===== config.mk =====
export PLATFORM = sky130hd
export DESIGN_NAME = sqrt_fp_param
export DESIGN_NICKNAME = d
export VERILOG_FILES = /design/src/rtl/sqrt_fp_param.sv
export SDC_FILE = /design/constraint.sdc
export NUM_CORES = 1
export LEC_CHECK = 0
export ABC_AREA = 1
export CELL_PAD_IN_SITES_DETAIL_PLACEMENT = 1
export CELL_PAD_IN_SITES_GLOBAL_PLACEMENT = 1
export CORE_MARGIN = 1.5
export CORE_UTILIZATION = 45
export CTS_BUF_LIST = sky130_fd_sc_hd__clkbuf_4 sky130_fd_sc_hd__clkbuf_8
export DETAILED_ROUTE_END_ITERATION = 16
export PLACE_DENSITY_LB_ADDON = 0.15
export SYNTH_ARGS = -nofsm -noshare
export SYNTH_HDL_FRONTEND = slang
export SYNTH_SLANG_ARGS = --single-unit

===== constraint.sdc =====
create_clock -name CLK -period 3 [get_ports CLK]
set_clock_uncertainty 0.1 [all_clocks]
set_input_delay 0.6 -clock CLK [delete_from_list [all_inputs] [get_ports CLK]]
set_output_delay 0.6 -clock CLK [all_outputs]
set_load 0.01 [all_outputs]

===== src/rtl/sqrt_fp_param.sv =====
// sqrt_fp_param: parametrised IEEE-754 binary square root (fp16/bf16/fp32 via EXP_W/MAN_W).
// Streaming valid/ready on both sides, one operation in flight, radix-2 restoring core,
// round-to-nearest-even.
// Optional: define SQRT_INEXACT_EN to add the IS_INEXACT output.
module sqrt_fp_param #(
   parameter int EXP_W = 5,
   parameter int MAN_W = 10
) (
   input  logic                   CLK,
   input  logic                   RST_N,
   input  logic                   IN_VALID,
   output logic                   IN_READY,
   input  logic [EXP_W+MAN_W:0]   IN_DATA,
   output logic                   OUT_VALID,
   input  logic                   OUT_READY,
   output logic [EXP_W+MAN_W:0]   OUT_DATA,
   output logic                   IS_NAN,
   output logic                   IS_PINF,
   output logic                   IS_NINF
`ifdef SQRT_INEXACT_EN
   ,
   output logic                   IS_INEXACT
`endif
);

   localparam int W     = 1 + EXP_W + MAN_W;
   localparam int BIAS  = 2**(EXP_W-1) - 1;
   localparam int ITERS = MAN_W + 2;
   localparam int RAD_W = 2 * ITERS;
   localparam int REM_W = ITERS + 2;
   localparam int CNT_W = $clog2(ITERS);
   localparam int LZ_W  = $clog2(MAN_W + 2);

   localparam logic [W-1:0] QNAN = {1'b1, {EXP_W{1'b1}}, 1'b1, {(MAN_W-1){1'b0}}};

   typedef enum logic [2:0] {
      S_IDLE,
      S_NORM,
      S_ITER,
      S_ROUND,
      S_DONE
   } state_t;

   state_t             state_q, state_d;
   logic [W-1:0]       op_q;
   logic [RAD_W-1:0]   rad_q;
   logic [REM_W-1:0]   rem_q;
   logic [ITERS-1:0]   root_q;
   logic [CNT_W-1:0]   cnt_q;
   logic [EXP_W-1:0]   exp_q;
   logic [W-1:0]       out_data_q;
   logic               nan_q;
   logic               pinf_q;
`ifdef SQRT_INEXACT_EN
   logic               inx_q;
`endif

   // operand classification
   logic               op_sign;
   logic [EXP_W-1:0]   op_exp;
   logic [MAN_W-1:0]   op_frac;
   logic               exp_ones, exp_zero, frac_zero;
   logic               in_nan, in_pinf, in_zero;

   // normalisation
   logic [MAN_W:0]     sig, nsig;
   logic [LZ_W-1:0]    lz;
   logic               lz_found;
   logic [EXP_W-1:0]   e_eff;
   logic [EXP_W:0]     e_sum;
   logic [RAD_W-1:0]   rad_init;

   // iteration step
   logic [REM_W-1:0]   rem_sh, trial, rem_nx;
   logic               take;
   logic [ITERS-1:0]   root_nx;

   // rounding
   logic               guard, sticky, rnd_up;
   logic [MAN_W:0]     frac_sum;
   logic [EXP_W-1:0]   res_exp;
   logic [W-1:0]       rounded;

   assign op_sign   = op_q[W-1];
   assign op_exp    = op_q[W-2:MAN_W];
   assign op_frac   = op_q[MAN_W-1:0];
   assign exp_ones  = &op_exp;
   assign exp_zero  = ~|op_exp;
   assign frac_zero = ~|op_frac;
   assign in_nan    = (exp_ones & ~frac_zero) | (op_sign & ~(exp_zero & frac_zero));
   assign in_pinf   = exp_ones & frac_zero & ~op_sign;
   assign in_zero   = exp_zero & frac_zero;

   assign sig = {~exp_zero, op_frac};

   // leading-zero count of the significand (hidden bit included)
   always_comb begin
      lz       = '0;
      lz_found = 1'b0;
      for (int unsigned i = 0; i <= MAN_W; i++) begin
         if (!lz_found && sig[MAN_W-i]) begin
            lz       = LZ_W'(i);
            lz_found = 1'b1;
         end
      end
   end

   // Biased result exponent is floor((E_eff - lz + BIAS)/2); its parity equals the
   // parity of the unbiased exponent, so bit 0 selects the extra significand shift.
   assign nsig     = sig << lz;
   assign e_eff    = exp_zero ? EXP_W'(1) : op_exp;
   assign e_sum    = {1'b0, e_eff} + (EXP_W+1)'(BIAS) - (EXP_W+1)'(lz);
   assign rad_init = e_sum[0] ? {nsig, 1'b0, {(MAN_W+2){1'b0}}}
                              : {1'b0, nsig, {(MAN_W+2){1'b0}}};

   assign rem_sh  = {rem_q[ITERS-1:0], rad_q[RAD_W-1 -: 2]};
   assign trial   = {root_q, 2'b01};
   assign take    = (rem_sh >= trial);
   assign rem_nx  = take ? (rem_sh - trial) : rem_sh;
   assign root_nx = {root_q[ITERS-2:0], take};

   assign guard    = root_q[0];
   assign sticky   = |rem_q;
   assign rnd_up   = guard & (sticky | root_q[1]);
   assign frac_sum = {1'b0, root_q[ITERS-2:1]} + {{MAN_W{1'b0}}, rnd_up};
   assign res_exp  = exp_q + {{(EXP_W-1){1'b0}}, frac_sum[MAN_W]};
   assign rounded  = {1'b0, res_exp, frac_sum[MAN_W-1:0]};

   assign IN_READY  = (state_q == S_IDLE);
   assign OUT_VALID = (state_q == S_DONE);
   assign OUT_DATA  = out_data_q;
   assign IS_NAN    = nan_q;
   assign IS_PINF   = pinf_q;
   assign IS_NINF   = 1'b0;
`ifdef SQRT_INEXACT_EN
   assign IS_INEXACT = inx_q;
`endif

   // state register
   always_ff @(posedge CLK or negedge RST_N) begin
      if (!RST_N) state_q <= S_IDLE;
      else        state_q <= state_d;
   end

   // next-state logic
   always_comb begin
      state_d = state_q;
      case (state_q)
         S_IDLE:  if (IN_VALID) state_d = S_NORM;
         S_NORM:  state_d = (in_nan || in_pinf || in_zero) ? S_DONE : S_ITER;
         S_ITER:  if (cnt_q == CNT_W'(ITERS-1)) state_d = S_ROUND;
         S_ROUND: state_d = S_DONE;
         S_DONE:  if (OUT_READY) state_d = S_IDLE;
         default: state_d = S_IDLE;
      endcase
   end

   // operand capture, root iteration, rounding and registered outputs
   always_ff @(posedge CLK or negedge RST_N) begin
      if (!RST_N) begin
         op_q       <= '0;
         rad_q      <= '0;
         rem_q      <= '0;
         root_q     <= '0;
         cnt_q      <= '0;
         exp_q      <= '0;
         out_data_q <= '0;
         nan_q      <= 1'b0;
         pinf_q     <= 1'b0;
`ifdef SQRT_INEXACT_EN
         inx_q      <= 1'b0;
`endif
      end else begin
         case (state_q)
            S_IDLE: begin
               if (IN_VALID) op_q <= IN_DATA;
            end
            S_NORM: begin
               if (in_nan) begin
                  out_data_q <= QNAN;
                  nan_q      <= 1'b1;
               end else if (in_pinf || in_zero) begin
                  out_data_q <= op_q;
                  pinf_q     <= in_pinf;
               end else begin
                  rad_q  <= rad_init;
                  rem_q  <= '0;
                  root_q <= '0;
                  cnt_q  <= '0;
                  exp_q  <= e_sum[EXP_W:1];
               end
`ifdef SQRT_INEXACT_EN
               inx_q <= 1'b0;
`endif
            end
            S_ITER: begin
               rad_q  <= rad_q << 2;
               rem_q  <= rem_nx;
               root_q <= root_nx;
               cnt_q  <= (cnt_q == CNT_W'(ITERS-1)) ? '0 : cnt_q + 1'b1;
            end
            S_ROUND: begin
               out_data_q <= rounded;
               nan_q      <= 1'b0;
               pinf_q     <= 1'b0;
`ifdef SQRT_INEXACT_EN
               inx_q      <= guard | sticky;
`endif
            end
            S_DONE: begin
               if (OUT_READY) begin
                  nan_q  <= 1'b0;
                  pinf_q <= 1'b0;
`ifdef SQRT_INEXACT_EN
                  inx_q  <= 1'b0;
`endif
               end
            end
            default: ;
         endcase
      end
   end

endmodule


==> results of run 1 <==
[per-stage QoR]
step	total power [mW]	hold WS (ns)	utilization	setup TNS, ns
finish	6.51	0.135	0.533	0
CTS	6.50	0.147	0.528	0
detailed placement	5.67	0.360	0.512	-0.00597
floorplan	4.53	0.204	-	0
global placement	5.50	0.356	0.512	0
global route	7.11	0.162	0.533	-0.0876
[Yosys cell counts (8+ instances only)]
master / count
sky130_fd_sc_hd__ha_1: 26
sky130_fd_sc_hd__xor2_1: 10
sky130_fd_sc_hd__inv_2: 14
sky130_fd_sc_hd__o21ai_0: 45
sky130_fd_sc_hd__nor2_1: 52
sky130_fd_sc_hd__inv_1: 68
sky130_fd_sc_hd__dfrtp_1: 84
sky130_fd_sc_hd__nand3_1: 56
sky130_fd_sc_hd__xnor2_1: 8
sky130_fd_sc_hd__o21ai_1: 15
sky130_fd_sc_hd__a21oi_1: 56
sky130_fd_sc_hd__o22ai_1: 18
sky130_fd_sc_hd__clkbuf_1: 13
sky130_fd_sc_hd__nand2_1: 132
sky130_fd_sc_hd__nand4_1: 10
[worst max-delay path, stage by stage (launching register included)]
cell                      delay, ns
sky130_fd_sc_hd__dfrtp_1       0.37
sky130_fd_sc_hd__nand2_2       0.07
sky130_fd_sc_hd__inv_1         0.06
sky130_fd_sc_hd__ha_1          0.15
sky130_fd_sc_hd__nand2_1       0.08
sky130_fd_sc_hd__nor2_1        0.13
sky130_fd_sc_hd__inv_1         0.07
sky130_fd_sc_hd__nor2_2        0.09
sky130_fd_sc_hd__inv_1         0.07
sky130_fd_sc_hd__nor2_2        0.11
sky130_fd_sc_hd__inv_1         0.09
sky130_fd_sc_hd__nor2_4        0.13
sky130_fd_sc_hd__nand3_2       0.10
sky130_fd_sc_hd__nor2_2        0.12
sky130_fd_sc_hd__ha_2          0.22
sky130_fd_sc_hd__ha_4          0.15
sky130_fd_sc_hd__nand3_1       0.12
sky130_fd_sc_hd__xor2_1        0.19
sky130_fd_sc_hd__o22ai_2       0.23
sky130_fd_sc_hd__o21ai_1       0.08
[sequential cells by signal, indices dropped and copies added (netlist names)]
register	count
IS_NAN	1
IS_PINF	1
OUT_DATA	16
cnt_q	4
exp_q	5
op_q	16
rad_q	12
rem_q	14
root_q	12
state_q	3
[repair_timing]
action / in CTS / in global routing
endpoints found under the hold margin: 0 / 0
hold buffers: 0 / 0
resized for setup: 0 / 16
endpoints found under the setup margin: 0 / 8
[where the power goes]
part / switching [mW] / internal (mW)
combinational: 2.36 / 1.42
sequential: 0.353 / 1.56
clock: 0.468 / 0.345
[area by class of cell]
class	count	area (µm²)	share of cell area
repair buffers	51	490	0.0807
flip-flops and latches	84	2100	0.346
inverters	83	312	0.0512
clock buffers	11	145	0.0239
well taps	143	179	0.0294
multi-input cells	491	2810	0.462
clock inverters	5	42.5	0.00700
[final timing paths]
kind                                            endpoint  slack [ns]  depth (start not counted)
max in group asynchronous           cnt_q[0]$_DFFE_PN0P_        2.31                          2
worst min-delay path             OUT_DATA[3]$_DFFE_PN0P_        0.14                          2
worst max-delay path            OUT_DATA[14]$_DFFE_PN0P_        0.14                         19
worst max register to register  OUT_DATA[14]$_DFFE_PN0P_        0.14                         19
worst min register to register   OUT_DATA[8]$_DFFE_PN0P_        0.38                          2
min in group CLK                 OUT_DATA[8]$_DFFE_PN0P_        0.38                          2
[routing by layer]
layer	up-vias	track usage	routed length, µm
met2	79	0.454	7810
met4	0	0.122	432
met5	-	0	0
met3	29	0.0414	428
li1	2363	-	-
met1	2392	0.304	6400
[kinds of logic (layout without fill, tap and decap cells)]
family,after synthesis,in the layout,synth area share
XOR/XNOR,18,18,0.0298
flip-flops,84,84,0.397
AO/OA/AOI/OAI,155,155,0.162
buffers and inverters,105,150,0.0814
adder cells (fa/ha/maj),27,27,0.0653
other,1,1,0.000709
multiplexers,3,3,0.00639
AND/OR/NAND/NOR,287,287,0.257
==> run_results.csv, run 1 <==
group,metric,value,unit
yosys,netlist_instances,680,
route,post_drt_via_cell_ratio,5.60,
yosys,asyncSetResetFlopFracSynth,1.00,
yosys,post_synthesis_average_cell_area,7.78,µm²
setup_path,timing.setup.critical_path_class,"reg2reg",
global_routing,gr-total-overflow,0,
floorplan,io_pins,41,
floorplan,die-width,111,µm
run,maxCapViolations,0,
setup_path,critPathLaunchType,"flop",
setup_path,crit_arrival,3.01,ns
clock_tree,clock_tree.buffer_depth,2,
power,ir_worst_vdd,520,µV
timing,finalWorstPathRequiredPeriod,2.86,ns
yosys,synthDominantAreaCellType,"sky130_fd_sc_hd__dfrtp_1",
setup_path,crit_path_required_time,3.15,ns
clock_tree,root_driver,"sky130_fd_sc_hd__clkbuf_8",
worst_hold_path,hold_path_class,"in2async",
route,drtIter0Drc,252,
clock_tree,clock_tree_from_tritoncts,"done",
floorplan,die-area,12400,µm²
global_routing,grt_first_pass_wirelength,25400,µm
yosys,synth_seq_area_share,0.397,
layout,layout.cells.most_common,"sky130_fd_sc_hd__nand2_1",
timing,final_min_period_over_clock_period,0.952,
yosys,synth_top_cells_by_area,"sky130_fd_sc_hd__dfrtp_1, sky130_fd_sc_hd__nand2_1, sky130_fd_sc_hd__ha_1",
power,power_per_cell_area,1070,nW/µm²
route,wirelength,15100,µm
layout,fraction_of_final_layout_cells_with_drive_strength_greater_than_1,0.121,
layout,stdcell_count,868,
timing,pins_over_slew_limit,0,
layout,most_frequent_cells_in_the_layout,"sky130_fd_sc_hd__nand2_1, sky130_fd_sc_hd__dfrtp_1, sky130_fd_sc_hd__inv_1",
floorplan,row_count,39,
layout,final.fill_count,1445,
placement,dp_hpwl,11500,µm
setup_path,worst_r2r_startpoint,"root_q[0]$_DFFE_PN0P_",
route,antenna_left,0,
yosys,ys.flop_type,"sky130_fd_sc_hd__dfrtp_1",
floorplan,effective_utilization_at_floorplan,0.463,
setup_path,timing.critical_path.to_type,"flop",
yosys,synth_edf_count,0,
yosys,number_of_distinct_library_cell_variants_in_the_gate_level_netlist_after_synthesis,51,
outcome,run_status,"complete, no violations",
global_routing,largest_net_degree_at_the_start_of_global_routing,85,
clock_tree,cts_num_sinks,84,
layout,area_growth,14.9,%
timing,hold_violations,0,
floorplan,fp.dieH,111,µm
yosys,synthesis.nets,727,
clock_tree,htreeDepth,3,
route,route.detailed.drc,0,
clock_tree,number_of_buffers_inserted_during_clock_tree_synthesis,9,
yosys,post_synth_instance_area,5290,µm²
timing,worst_slack_setup_final,0.144,ns
yosys,yosys_warnings,0,
global_routing,antenna_found_initial,0,
timing,maxClockFrequency,350,MHz
power,leakagePower,2.89,nW
route,wire_per_inst,17.4,µm
placement,dp.cells,852,
clock_tree,post-cts-setup-buffers,0,
placement,io_buffers,39,
layout,final_design_area_no_fill,6080,µm²
yosys,ys_seq_elements,84,
placement,post_dp_cell_area,5840,µm²
route,vias,4863,
timing,headroom_to_the_max_slew_limit,0.556,
timing,worst_pin_slew,0.665,ns
route,first_pass_iters,4,
layout,fin_nets,767,
setup_path,timing.critical_path.fanout_max,3,
clock_tree,worst_setup_hold_path_clk_slew,0.10,ns
yosys,synth_top_area_frac,0.397,
layout,n_antenna_cell,0,
global_routing,global_route.usage.total,0.256,
timing,finalSetupViolations,0,
placement,place_worst_setup_slack,-0.00597,ns
placement,placer_congestion_estimate,0.892,
global_routing,grt_pass1_vias,5197,
clock_tree,worst_skew_pair.late_latency,0.39,ns
floorplan,core_area,11400,µm²
setup_path,setup.worst_path.start,"root_q[0]$_DFFE_PN0P_",
Power figures use the tool's default switching activity.
==> run 2: changes to the inputs <==
Settings changed: REMOVE_ABC_BUFFERS set to 1.
==> run 2 against run 1 <==
  * Worst hold slack got worse by 0.045 ns
  * Maximum frequency rose by 2.9%
  * Critical path depth fell by 5
  * Combinational power barely moved
  * Sequential power barely moved
==> run_results.csv, run 2 (synthesis gave the netlist of run 1 again) <==
group,metric,value,unit
setup_path,critPathLaunchType,"flop",
setup_path,timing.setup.critical_path_class,"reg2reg",
layout,n_antenna_cell,0,
setup_path,crit_arrival,2.99,ns
setup_path,crit_path_required_time,3.22,ns
floorplan,core_area,11400,µm²
global_routing,largest_net_degree_at_the_start_of_global_routing,42,
setup_path,timing.critical_path.fanout_max,11,
layout,fin_nets,767,
setup_path,critical_path.slowest_cell,"sky130_fd_sc_hd__dfrtp_1",
timing,final_min_period_over_clock_period,0.925,
timing,hold_violations,0,
floorplan,fp.dieH,111,µm
placement,dp.cells,852,
worst_hold_path,hold_path_class,"in2async",
setup_path,timing.critical_path.buf_inv,4,
timing,maxClockFrequency,360,MHz
clock_tree,worst_setup_hold_path_clk_slew,0.11,ns
layout,fraction_of_final_layout_cells_with_drive_strength_greater_than_1,0.110,
setup_path,cpPeakStageDelay,0.43,ns
outcome,run_status,"complete, no violations",
floorplan,die-area,12400,µm²
setup_path,critical_path_cell_sequence,"inv_2, nand2_2, nor2_4, inv_2, nor2_4, nand4_4, nand2_4, inv_1, ha_1, nor2_1, nand2_1, inv_1, nand3_1, nand3_1",
power,leakagePower,2.90,nW
timing,finalSetupViolations,0,
route,drtIter0Drc,237,
clock_tree,htreeDepth,3,
timing,worst_pin_slew,1.04,ns
route,first_pass_iters,5,
clock_tree,cts.repair.resized,0,
route,route.detailed.drc,0,
placement,io_buffers,39,
global_routing,gr-total-overflow,0,
placement,dp_hpwl,11600,µm
timing,finalWorstPathRequiredPeriod,2.78,ns
run,maxCapViolations,0,
layout,most_frequent_cells_in_the_layout,"sky130_fd_sc_hd__nand2_1, sky130_fd_sc_hd__dfrtp_1, sky130_fd_sc_hd__inv_1",
power,power_per_cell_area,1090,nW/µm²
global_routing,grt_pass1_vias,5309,
setup_path,critical-path-top-delay-family,"simple AND/OR/NAND/NOR gates",
clock_tree,clock_tree.buffer_depth,2,
placement,post_dp_cell_area,5830,µm²
global_routing,global_route.usage.total,0.262,
placement,place_worst_setup_slack,0.119,ns
global_routing,grt_first_pass_wirelength,25900,µm
setup_path,timing.critical_path.to_type,"flop",
floorplan,effective_utilization_at_floorplan,0.463,
clock_tree,post-cts-setup-buffers,0,
route,antenna_left,0,
route,wirelength,15400,µm
floorplan,die-width,111,µm
timing,worst_slack_setup_final,0.224,ns
layout,area_growth,14.6,%
route,post_drt_via_cell_ratio,5.60,
clock_tree,cts_num_sinks,84,
layout,final_design_area_no_fill,6060,µm²
layout,layout.cells.most_common,"sky130_fd_sc_hd__nand2_1",
global_routing,antenna_found_initial,0,
clock_tree,root_driver,"sky130_fd_sc_hd__clkbuf_8",
clock_tree,clock_tree_from_tritoncts,"done",
route,wire_per_inst,17.7,µm
layout,postLayoutCoreUtil,0.531,
floorplan,row_count,39,
route,vias,4858,
timing,rsz0062_at_grt,"true",
timing,pins_over_slew_limit,0,
power,ir_worst_vdd,495,µV
clock_tree,number_of_buffers_inserted_during_clock_tree_synthesis,9,
placement,placer_congestion_estimate,0.862,
clock_tree,cts_hold_buffers,0,
floorplan,io_pins,41,
clock_tree,worst_skew_pair.late_latency,0.40,ns
timing,headroom_to_the_max_slew_limit,0.307,
layout,stdcell_count,868,
run 2: worst reg2reg max path, cell delays in order (launching register included):
cell	delay (ns)
sky130_fd_sc_hd__dfrtp_1	0.43
sky130_fd_sc_hd__inv_2	0.10
sky130_fd_sc_hd__nand2_2	0.10
sky130_fd_sc_hd__nor2_4	0.16
sky130_fd_sc_hd__inv_2	0.06
sky130_fd_sc_hd__nor2_4	0.15
sky130_fd_sc_hd__nand4_4	0.18
sky130_fd_sc_hd__nand2_4	0.22
sky130_fd_sc_hd__inv_1	0.07
sky130_fd_sc_hd__ha_1	0.33
sky130_fd_sc_hd__nor2_1	0.34
sky130_fd_sc_hd__nand2_1	0.16
sky130_fd_sc_hd__inv_1	0.14
sky130_fd_sc_hd__nand3_1	0.08
sky130_fd_sc_hd__nand3_1	0.08
run 2: area by class of cell:
| type | count | area, µm² |
|---|---|---|
| repair buffers | 51 | 478 |
| clock inverters | 6 | 76.3 |
| flip-flops and latches | 84 | 2100 |
| well taps | 143 | 179 |
| clock buffers | 10 | 138 |
| inverters | 83 | 312 |
| fillers | 1451 | 5360 |
| multi-input cells | 491 | 2780 |
run 2: through the flow:
stage	hold WS [ns]	power (mW)	TNS, ns
after floorplan	0.204	4.43	0
after global placement	0.357	5.51	0
after detailed placement	0.358	5.65	0
after CTS	0.105	6.61	0
after global routing	0.130	7.18	-0.0286
final	0.0902	6.60	0
run 2: final timing paths:
check	startpoint	to	slack [ns]	cells past startpoint
worst max register to register	op_q[8]$_DFFE_PN0P_	rad_q[16]$_DFFE_PN0P_	0.22	14
min in group CLK	OUT_DATA[4]$_DFFE_PN0P_	OUT_DATA[4]$_DFFE_PN0P_	0.38	2
worst max-delay path	op_q[8]$_DFFE_PN0P_	rad_q[16]$_DFFE_PN0P_	0.22	14
max in group asynchronous	RST_N	exp_q[4]$_DFFE_PN0P_	1.96	2
worst min-delay path	RST_N	OUT_DATA[2]$_DFFE_PN0P_	0.09	1
worst min register to register	OUT_DATA[4]$_DFFE_PN0P_	OUT_DATA[4]$_DFFE_PN0P_	0.38	2
run 2: report_power, final:
group	internal [mW]	switching (mW)	leakage [nW]
logic	1.39	2.38	1.74
registers	1.56	0.355	1.05
clock network	0.424	0.496	0.110
total	3.38	3.23	2.90
run 2: metal layers:
metal | share of wire | vias to the layer above | GRT usage | routed length, µm
li1 | - | 2361 | - | -
met1 | 0.44 | 2388 | 0.313 | 6700
met2 | 0.51 | 78 | 0.471 | 7850
met3 | 0.023 | 31 | 0.0294 | 352
met4 | 0.032 | 0 | 0.124 | 486
met5 | 0 | - | 0 | 0
==> run 3: changes to the inputs <==
Settings changed: CORE_UTILIZATION 45 to 44, CTS_BUF_LIST sky130_fd_sc_hd__clkbuf_4 sky130_fd_sc_hd__clkbuf_8 to sky130_fd_sc_hd__clkbuf_8 sky130_fd_sc_hd__clkbuf_16, RECOVER_POWER set to 100.
==> run 3 against run 2 <==
  * The run now ends with max-capacitance violations, max-slew violations left
  * Critical path depth is 5 higher
  * Clock-buffer cell count decreased by 1
  * Design area up 1.2%
  * Flip-flop and latch count unchanged
  * Combinational power about the same
  * Setup slack got worse by 0.023 ns
  * Power rose by 2.2%
  * Worst hold slack improved by 0.28 ns
  * Maximum frequency fell by 0.83%
  * Highest routed layer unchanged
==> run_results.csv, run 3 (synthesis gave the netlist of run 1 again) <==
group,metric,value,unit
outcome,run_status,"finished, violations left",
outcome,failed_checks,"max-capacitance violations, max-slew violations",
timing,finalSetupViolations,0,
setup_path,timing.critical_path.fanout_max,3,
route,route.detailed.drc,0,
route,wire_per_inst,18.0,µm
worst_hold_path,min_path_cells,2,
route,vias,4906,
global_routing,grt_pass1_vias,5302,
clock_tree,cts_hold_buffers,0,
timing,rsz0062_at_grt,"true",
route,antenna_left,0,
global_routing,antenna_found_initial,0,
worst_hold_path,min_from,"OUT_DATA[4]$_DFFE_PN0P_",
timing,worst_hold_slack,0.368,ns
route,post_drt_via_cell_ratio,5.65,
setup_path,reg2reg_setup_slack,0.20,ns
layout,area_growth,15.9,%
floorplan,effective_utilization_at_floorplan,0.457,
layout,most_frequent_cells_in_the_layout,"sky130_fd_sc_hd__nand2_1, sky130_fd_sc_hd__dfrtp_1, sky130_fd_sc_hd__inv_1",
floorplan,row_count,39,
timing,finalWorstPathRequiredPeriod,2.80,ns
setup_path,critPathLaunchType,"flop",
power,ir_worst_vdd,358,µV
worst_hold_path,hold_path_class,"reg2reg",
setup_path,worst_r2r_startpoint,"root_q[1]$_DFFE_PN0P_",
clock_tree,htreeDepth,3,
route,drtIter0Drc,184,
run,maxCapViolations,1,
layout,n_antenna_cell,0,
worst_hold_path,hold_path_end,"OUT_DATA[4]$_DFFE_PN0P_",
power,power_per_cell_area,1100,nW/µm²
clock_tree,worst_setup_hold_path_clk_slew,0.07,ns
timing,final_min_period_over_clock_period,0.933,
clock_tree,clock_tree.buffer_depth,2,
floorplan,core_area,11600,µm²
layout,fin_nets,768,
placement,place_worst_setup_slack,0.0823,ns
timing,hold_violations,0,
global_routing,grt_first_pass_wirelength,26400,µm
layout,fraction_of_final_layout_cells_with_drive_strength_greater_than_1,0.112,
timing,worst_pin_slew,2.41,ns
floorplan,die-area,12700,µm²
clock_tree,worst_skew_pair.late_latency,0.35,ns
timing,maxClockFrequency,357,MHz
setup_path,timing.setup.critical_path_class,"reg2reg",
placement,io_buffers,39,
route,wirelength,15600,µm
timing,pins_over_slew_limit,42,
placement,dp_hpwl,11900,µm
setup_path,crit_path_required_time,3.11,ns
layout,layout.cells.most_common,"sky130_fd_sc_hd__nand2_1",
setup_path,crit_arrival,2.90,ns
clock_tree,cts_num_sinks,84,
setup_path,capture_point_of_the_worst_reg_to_reg_path,"OUT_DATA[14]$_DFFE_PN0P_",
clock_tree,clock_tree_from_tritoncts,"done",
timing,worst_slack_setup_final,0.201,ns
power,leakagePower,2.96,nW
clock_tree,root_driver,"sky130_fd_sc_hd__clkbuf_16",
timing,headroom_to_the_max_slew_limit,-0.608,
floorplan,io_pins,41,
floorplan,die-width,113,µm
global_routing,gr-total-overflow,0,
setup_path,timing.critical_path.to_type,"flop",
placement,placer_congestion_estimate,0.919,
route,first_pass_iters,4,
floorplan,fp.dieH,113,µm
clock_tree,number_of_buffers_inserted_during_clock_tree_synthesis,9,
global_routing,largest_net_degree_at_the_start_of_global_routing,43,
global_routing,global_route.usage.total,0.263,
setup_path,reg2reg_depth,19,
[run 3: cell count changes in the layout (fill, tap and decap cells not counted), sizes merged]
| cell | change |
|---|---|
| buf | -4 |
| bufinv | -1 |
| clkbuf | +4 |
| clkdlybuf4s50 | -21 |
| clkinv | +2 |
| clkinvlp | +1 |
| dlygate4sd3 | +21 |
| inv | -2 |
[run 3: what timing repair did]
item,4_1_cts,5_1_grt
endpoints found under the setup margin,0,7
buffers inserted,0,3
resized for setup,0,13
[run 3: metal layers]
metal,up-vias,track usage,share of wire
li1,2375,-,-
met1,2433,0.312,0.42
met2,67,0.485,0.53
met3,31,0.0329,0.024
met4,0,0.0962,0.019
met5,-,0,0
[run 3: worst max-delay path, cell delays in order (launching register included)]
cell and delay, ns:
sky130_fd_sc_hd__dfrtp_1 0.37, sky130_fd_sc_hd__nand2_2 0.09, sky130_fd_sc_hd__inv_1 0.06, sky130_fd_sc_hd__ha_1 0.17
sky130_fd_sc_hd__nand2_1 0.10, sky130_fd_sc_hd__nor2_2 0.11, sky130_fd_sc_hd__inv_1 0.05, sky130_fd_sc_hd__nor2_1 0.07
sky130_fd_sc_hd__inv_1 0.06, sky130_fd_sc_hd__nor2_2 0.11, sky130_fd_sc_hd__inv_1 0.09, sky130_fd_sc_hd__nor2_4 0.12
sky130_fd_sc_hd__nand3_2 0.09, sky130_fd_sc_hd__nor2_2 0.13, sky130_fd_sc_hd__ha_2 0.20, sky130_fd_sc_hd__ha_2 0.19
sky130_fd_sc_hd__nand3_1 0.10, sky130_fd_sc_hd__xor2_1 0.16, sky130_fd_sc_hd__o22ai_1 0.20, sky130_fd_sc_hd__o21ai_1 0.09
[run 3: cell type report]
cell class | instances | area, µm²
clock buffers | 9 | 225
clock inverters | 6 | 47.5
fillers | 1401 | 5430
inverters | 83 | 312
multi-input cells | 491 | 2780
flip-flops and latches | 84 | 2100
well taps | 143 | 179
repair buffers | 52 | 485
[run 3: worst max-delay path by stage]
stage	startpoint	endpoint	cells past startpoint
final	root_q[1]$_DFFE_PN0P_	OUT_DATA[14]$_DFFE_PN0P_	19
after CTS	root_q[1]$_DFFE_PN0P_	OUT_DATA[14]$_DFFE_PN0P_	19
after detailed placement	root_q[1]$_DFFE_PN0P_	OUT_DATA[14]$_DFFE_PN0P_	19
after floorplan	op_q[14]$_DFFE_PN0P_	exp_q[2]$_DFFE_PN0P_	12
after global placement	root_q[0]$_DFFE_PN0P_	OUT_DATA[14]$_DFFE_PN0P_	19
after global routing	root_q[0]$_DFFE_PN0P_	OUT_DATA[14]$_DFFE_PN0P_	19
[run 3: metrics by stage]
stage	total power [mW]	setup TNS, ns	cell area, µm²	cells	utilization
after floorplan	4.43	0	5170	658	-
after global placement	5.49	0	5830	850	0.504
after detailed placement	5.67	0	5830	850	0.504
after CTS	6.79	0	6100	865	0.527
after global routing	7.32	-0.0793	6130	868	0.530
final	6.75	0	6130	868	0.530
[run 3: report_power, final]
part / leakage (nW) / internal, mW / switching [mW]
clock: 0.133 / 0.566 / 0.509
sequential: 1.05 / 1.56 / 0.349
combinational: 1.78 / 1.35 / 2.41
total: 2.96 / 3.48 / 3.27
==> patch 1 (settings of run 1) <==
Set the parameter `EXP_W` to 6 (it was 5).
--- a/src/rtl/sqrt_fp_param.sv
+++ b/src/rtl/sqrt_fp_param.sv
@@ -3,7 +3,7 @@
 // round-to-nearest-even.
 // Optional: define SQRT_INEXACT_EN to add the IS_INEXACT output.
 module sqrt_fp_param #(
-   parameter int EXP_W = 5,
+   parameter int EXP_W = 6,
    parameter int MAN_W = 10
 ) (
    input  logic                   CLK,
Interface: changed (resized IN_DATA and OUT_DATA); port bits go from 41 to 43. The function was not compared with the original's and may differ.
==> patch 1 against run 1 <==
- core utilization up 0.67 points
- die area up 3.5%
- design area up 6.1%
- sequential cell count up 3
- worst setup slack worse by 0.047 ns
- total power up 0.20%
- clock power down 4.3%
- critical path depth down 2
- sequential share of layout area down 0.80 points
- synthesized area up 3.6%
- fmax down 1.6%
- wire length up 0.68%
- highest routed layer unchanged
==> patch 1: results (changes against run 1) <==
metric	value	unit	change
cp_slowest_stage_delay	0.41	ns	+0.04 ns
crit_arrival	3.13	ns	+0.12 ns
cp_max_fo	3		unchanged
drive_gt1_share	12.8	%	+0.64 points
synthesis.nets	756		+4.0%
port_buffers	41		+5.1%
synthTopCellsByCount	nand2_1, dfrtp_1, inv_1		
clockRootBuffer	clkbuf_8		
synthArstFlopShare	100	%	unchanged
routabilityCongestion	0.888		-0.44%
worst_slew_pin_slew	0.505	ns	-0.161 ns
pre_cts_ws	-0.203	ns	-0.197 ns
grt_pass1_vias	5157		-0.77%
cp_top_family	adder cells		
hp-class	in -> async		
yosysSeqAreaShare	39.7	%	about the same
ctsResizeCount	5		+5
grt_first_pass_wirelength	25000	µm	-1.5%
synthDistinctLibCells	49		-3.9%
met3_usage	3.56	%	-0.58 points
grt_use_met2	43.8	%	-1.6 points
hpwl	11500	µm	-0.17%
numCtsBuffers	9		unchanged
layout.nets	815		+6.3%
power_leakage	0.00314	µW	+8.7%
grtUsageMet1	29.8	%	-0.59 points
drt_iter0_markers	173		-31%
drc	0		unchanged
antenna_cells	0		unchanged
wl_met3	385	µm	-10%
synthTopCellsByArea	dfrtp_1, nand2_1, ha_1		
yosysWarningCount	0		unchanged
vias	4995		+2.7%
status	complete, no violations		
antenna_found_initial	0		unchanged
grt_max_degree	38		-55%
grt_usage	24.7	%	-0.96 points
met1_length	6620	µm	+3.5%
clk_latency	0.39	ns	about the same
irDropWorstVdd	0.000403	V	-23%
wire_per_inst	16.6	µm	-4.4%
h-tree-depth	3		unchanged
placed_area	6120	µm²	+4.7%
wl_met2	7830	µm	+0.26%
-- patch 1: cell count changes after synthesis, sizes merged, moves of 5 or more --
cell	run 1	this run
nand2	140	160
nand3	59	45
o211ai	0	6
o21ai	60	55
-- patch 1: logic make-up after synthesis --
group           Yosys count  share of synthesized area (%)
simple gates            305                           26.4
compound gates          150                           15.3
buf+inv                 110                           8.06
flops                    87                           39.7
fa+ha+maj                31                           7.21
xor+xnor                 19                           3.04
other cells               1                         0.0684
mux                       1                          0.205
-- patch 1: path summary, 6_finish.rpt --
kind / from / cells past startpoint / to / slack [ns]
worst max-delay path: op_q[15]$_DFFE_PN0P_ / 17 / exp_q[4]$_DFFE_PN0P_ / 0.1
worst min-delay path: RST_N / 1 / rem_q[2]$_DFFE_PN0P_ / 0.07
worst max register to register: op_q[15]$_DFFE_PN0P_ / 17 / exp_q[4]$_DFFE_PN0P_ / 0.1
worst min register to register: OUT_DATA[2]$_DFFE_PN0P_ / 2 / OUT_DATA[2]$_DFFE_PN0P_ / 0.38
max in group asynchronous: RST_N / 2 / OUT_DATA[10]$_DFFE_PN0P_ / 1.96
min in group CLK: OUT_DATA[2]$_DFFE_PN0P_ / 2 / OUT_DATA[2]$_DFFE_PN0P_ / 0.38
-- patch 1: power breakdown --
part / internal (µW) / switching, µW
registers: 1600 / 320
clock network: 300 / 477
logic: 1480 / 2340
-- patch 1: final cells by class --
cell class                      instances  area (µm²)
Fill cell                            1482        5510
Multi-Input combinational cell        507        2960
Sequential cell                        87        2180
Timing Repair Buffer                   69         618
Inverter                               89         335
Tap cell                              147         184
Clock buffer                            9         124
Clock inverter                          6        46.3
-- patch 1: through the flow --
step	cells	TNS, ns
after global routing	914	-0.0771
after floorplan	704	0
final	914	0
after detailed placement	891	-0.363
after global placement	891	0
after CTS	906	-0.00844
==> patch 2 (config.mk and constraints of run 1) <==
Made on the original files. Reset style: synchronous (`RST_N`), changed in 2 clocked blocks.
--- a/src/rtl/sqrt_fp_param.sv
+++ b/src/rtl/sqrt_fp_param.sv
@@ -137,7 +137,7 @@
 `endif
 
    // state register
-   always_ff @(posedge CLK or negedge RST_N) begin
+   always_ff @(posedge CLK) begin
       if (!RST_N) state_q <= S_IDLE;
       else        state_q <= state_d;
    end
@@ -156,7 +156,7 @@
    end
 
    // operand capture, root iteration, rounding and registered outputs
-   always_ff @(posedge CLK or negedge RST_N) begin
+   always_ff @(posedge CLK) begin
       if (!RST_N) begin
          op_q       <= '0;
          rad_q      <= '0;
Check against the original RTL: differs if RST_N is asserted again (counterexample within 4 cycles, from zero or initial values and one cycle with RST_N low); with RST_N held inactive, the same outputs for 10 cycles.
==> patch 2 against run 1 <==
- sequential cell count did not move
- critical endpoint is now exp_q[4]$_SDFFE_PN0P_
- die area fell by 0.88%
- final cell count rose by 8.9%
- wire length rose by 7.3%
- design area fell by 1.1%
- synthesized area fell by 0.90%
- critical path depth fell by 6
- worst setup slack improved by 0.0094 ns
- total power rose by 17%
- first-iteration DRC count rose by 5.2%
==> patch 2: results (changes against run 1) <==
metric	value	unit	change
placed_area	5740	µm²	-1.6%
grt_usage	27.1	%	+1.5 points
power_leakage	0.00257	µW	-11%
grt_pass1_vias	5455		+5.0%
reg2reg_depth	13		-6
reg2reg_to	exp_q[4]$_SDFFE_PN0P_		
syn_inst	766		+13%
met1_length	7640	µm	+19%
reg2reg_setup_slack	0.15	ns	
cts_buffer_depth	2		unchanged
synthDistinctLibCells	48		-5.9%
hpwl	12000	µm	+3.9%
grt_max_degree	59		-31%
wl_met3	593	µm	+39%
synthTopCellsByCount	nand2_1, a21oi_1, inv_1		
synthArstFlopShare	0	%	-100 points
dp.cells	927		+8.8%
ys.flop_type	dfxtp_1		
clockRootBuffer	clkbuf_8		
rr_startpoint	op_q[6]$_SDFFE_PN0P_		
crit_arrival	3.06	ns	+0.05 ns
drive_gt1_share	7.86	%	-4.3 points
cp_max_fo	10		+7
worst_slew_pin_slew	0.556	ns	-0.109 ns
layout.nets	845		+10%
yosysMostFrequentCell	nand2_1		
status	complete, no violations		
grtUsageMet1	36.3	%	+5.9 points
synthesis.nets	813		+12%
wl_met2	7730	µm	-1.0%
met3_usage	5.47	%	+1.3 points
irDropWorstVdd	0.00138	V	+160%
wire_per_inst	17.1	µm	-1.4%
synthTopCellsByArea	dfxtp_1, nand2_1, a21oi_1		
vias_per_cell	5.53		-1.2%
hp-class	reg -> reg		
grt_first_pass_wirelength	27100	µm	+6.6%
grt_use_met2	44.9	%	-0.50 points
switchingPower	4060	µW	+28%
routabilityCongestion	0.888		-0.38%
yosysSeqAreaShare	32.1	%	-7.7 points
drt_iter0_markers	265		+5.2%
pre_cts_ws	0.136	ns	+0.142 ns
final_cells	945		+8.9%
## patch 2: metrics by stage
step | hold slack [ns] | util [%] | TNS, ns | power [µW]
floorplan | 0.340 | - | 0 | 5290
global placement | 0.350 | 50.5 | 0 | 6390
detailed placement | 0.360 | 50.5 | 0 | 6540
CTS | 0.374 | 52.4 | 0 | 7540
global route | 0.392 | 52.9 | -0.0339 | 8310
finish | 0.371 | 52.9 | 0 | 7590
## patch 2: final cells by class
class | count | area (µm²)
Tap cell | 143 | 179
Sequential cell | 84 | 1680
Multi-Input combinational cell | 564 | 3120
Clock inverter | 5 | 85.1
Clock buffer | 10 | 131
Fill cell | 1496 | 5360
Timing Repair Buffer | 48 | 470
Inverter | 91 | 344
## patch 2: how the worst max path moves through the flow
stage / slack, ns / endpoint / startpoint / cells after the start
after CTS: 0.10 / rad_q[18]$_SDFFE_PN0P_ / op_q[14]$_SDFFE_PN0P_ / 15
final: 0.15 / exp_q[4]$_SDFFE_PN0P_ / op_q[6]$_SDFFE_PN0P_ / 13
after detailed placement: 0.14 / rad_q[18]$_SDFFE_PN0P_ / op_q[11]$_SDFFE_PN0P_ / 15
after floorplan: 0.50 / exp_q[4]$_SDFFE_PN0P_ / op_q[10]$_SDFFE_PN0P_ / 13
after global placement: 0.32 / OUT_DATA[12]$_SDFFE_PN0P_ / root_q[0]$_SDFFE_PN0P_ / 18
after global routing: -0.03 / OUT_DATA[14]$_SDFFE_PN0P_ / root_q[0]$_SDFFE_PN0P_ / 19
## patch 2: power by group through the flow
| stage | registers [µW] | logic [µW] | clock network [µW] |
|---|---|---|---|
| finish | 1670 | 5000 | 928 |
| detailed placement | 1680 | 4870 | 0 |
| CTS | 1660 | 4940 | 939 |
| floorplan | 1610 | 3680 | 0 |
| global placement | 1660 | 4720 | 0 |
| global route | 1710 | 5620 | 983 |
## patch 2: worst max-delay path, cell delays in order, from the launching register on
cell	delay, ns
dfxtp_1	0.34
inv_1	0.18
nand3_2	0.22
nor2_8	0.19
nand3_1	0.14
nand3_1	0.15
nor2_4	0.09
ha_1	0.28
ha_1	0.16
inv_1	0.05
fa_1	0.41
o21ai_0	0.21
a21oi_1	0.09
a21oi_1	0.15
## patch 2: what timing repair did
action / CTS / global route
endpoints found under the setup margin: 0 / 7
endpoints found under the hold margin: 0 / 0
gates resized for setup: 0 / 8
buffers inserted: 0 / 2
## patch 2: cells by family after synthesis
kind of cell / after synthesis / synth area share (%)
AOI/OAI and AO/OA: 190 / 20.1
xor gates and xnor gates: 15 / 2.51
adders and majority gates: 27 / 6.59
buffers and inverters: 119 / 9.14
DFF: 84 / 32.1
other: 1 / 0.0715
and+or+nand+nor: 330 / 29.5
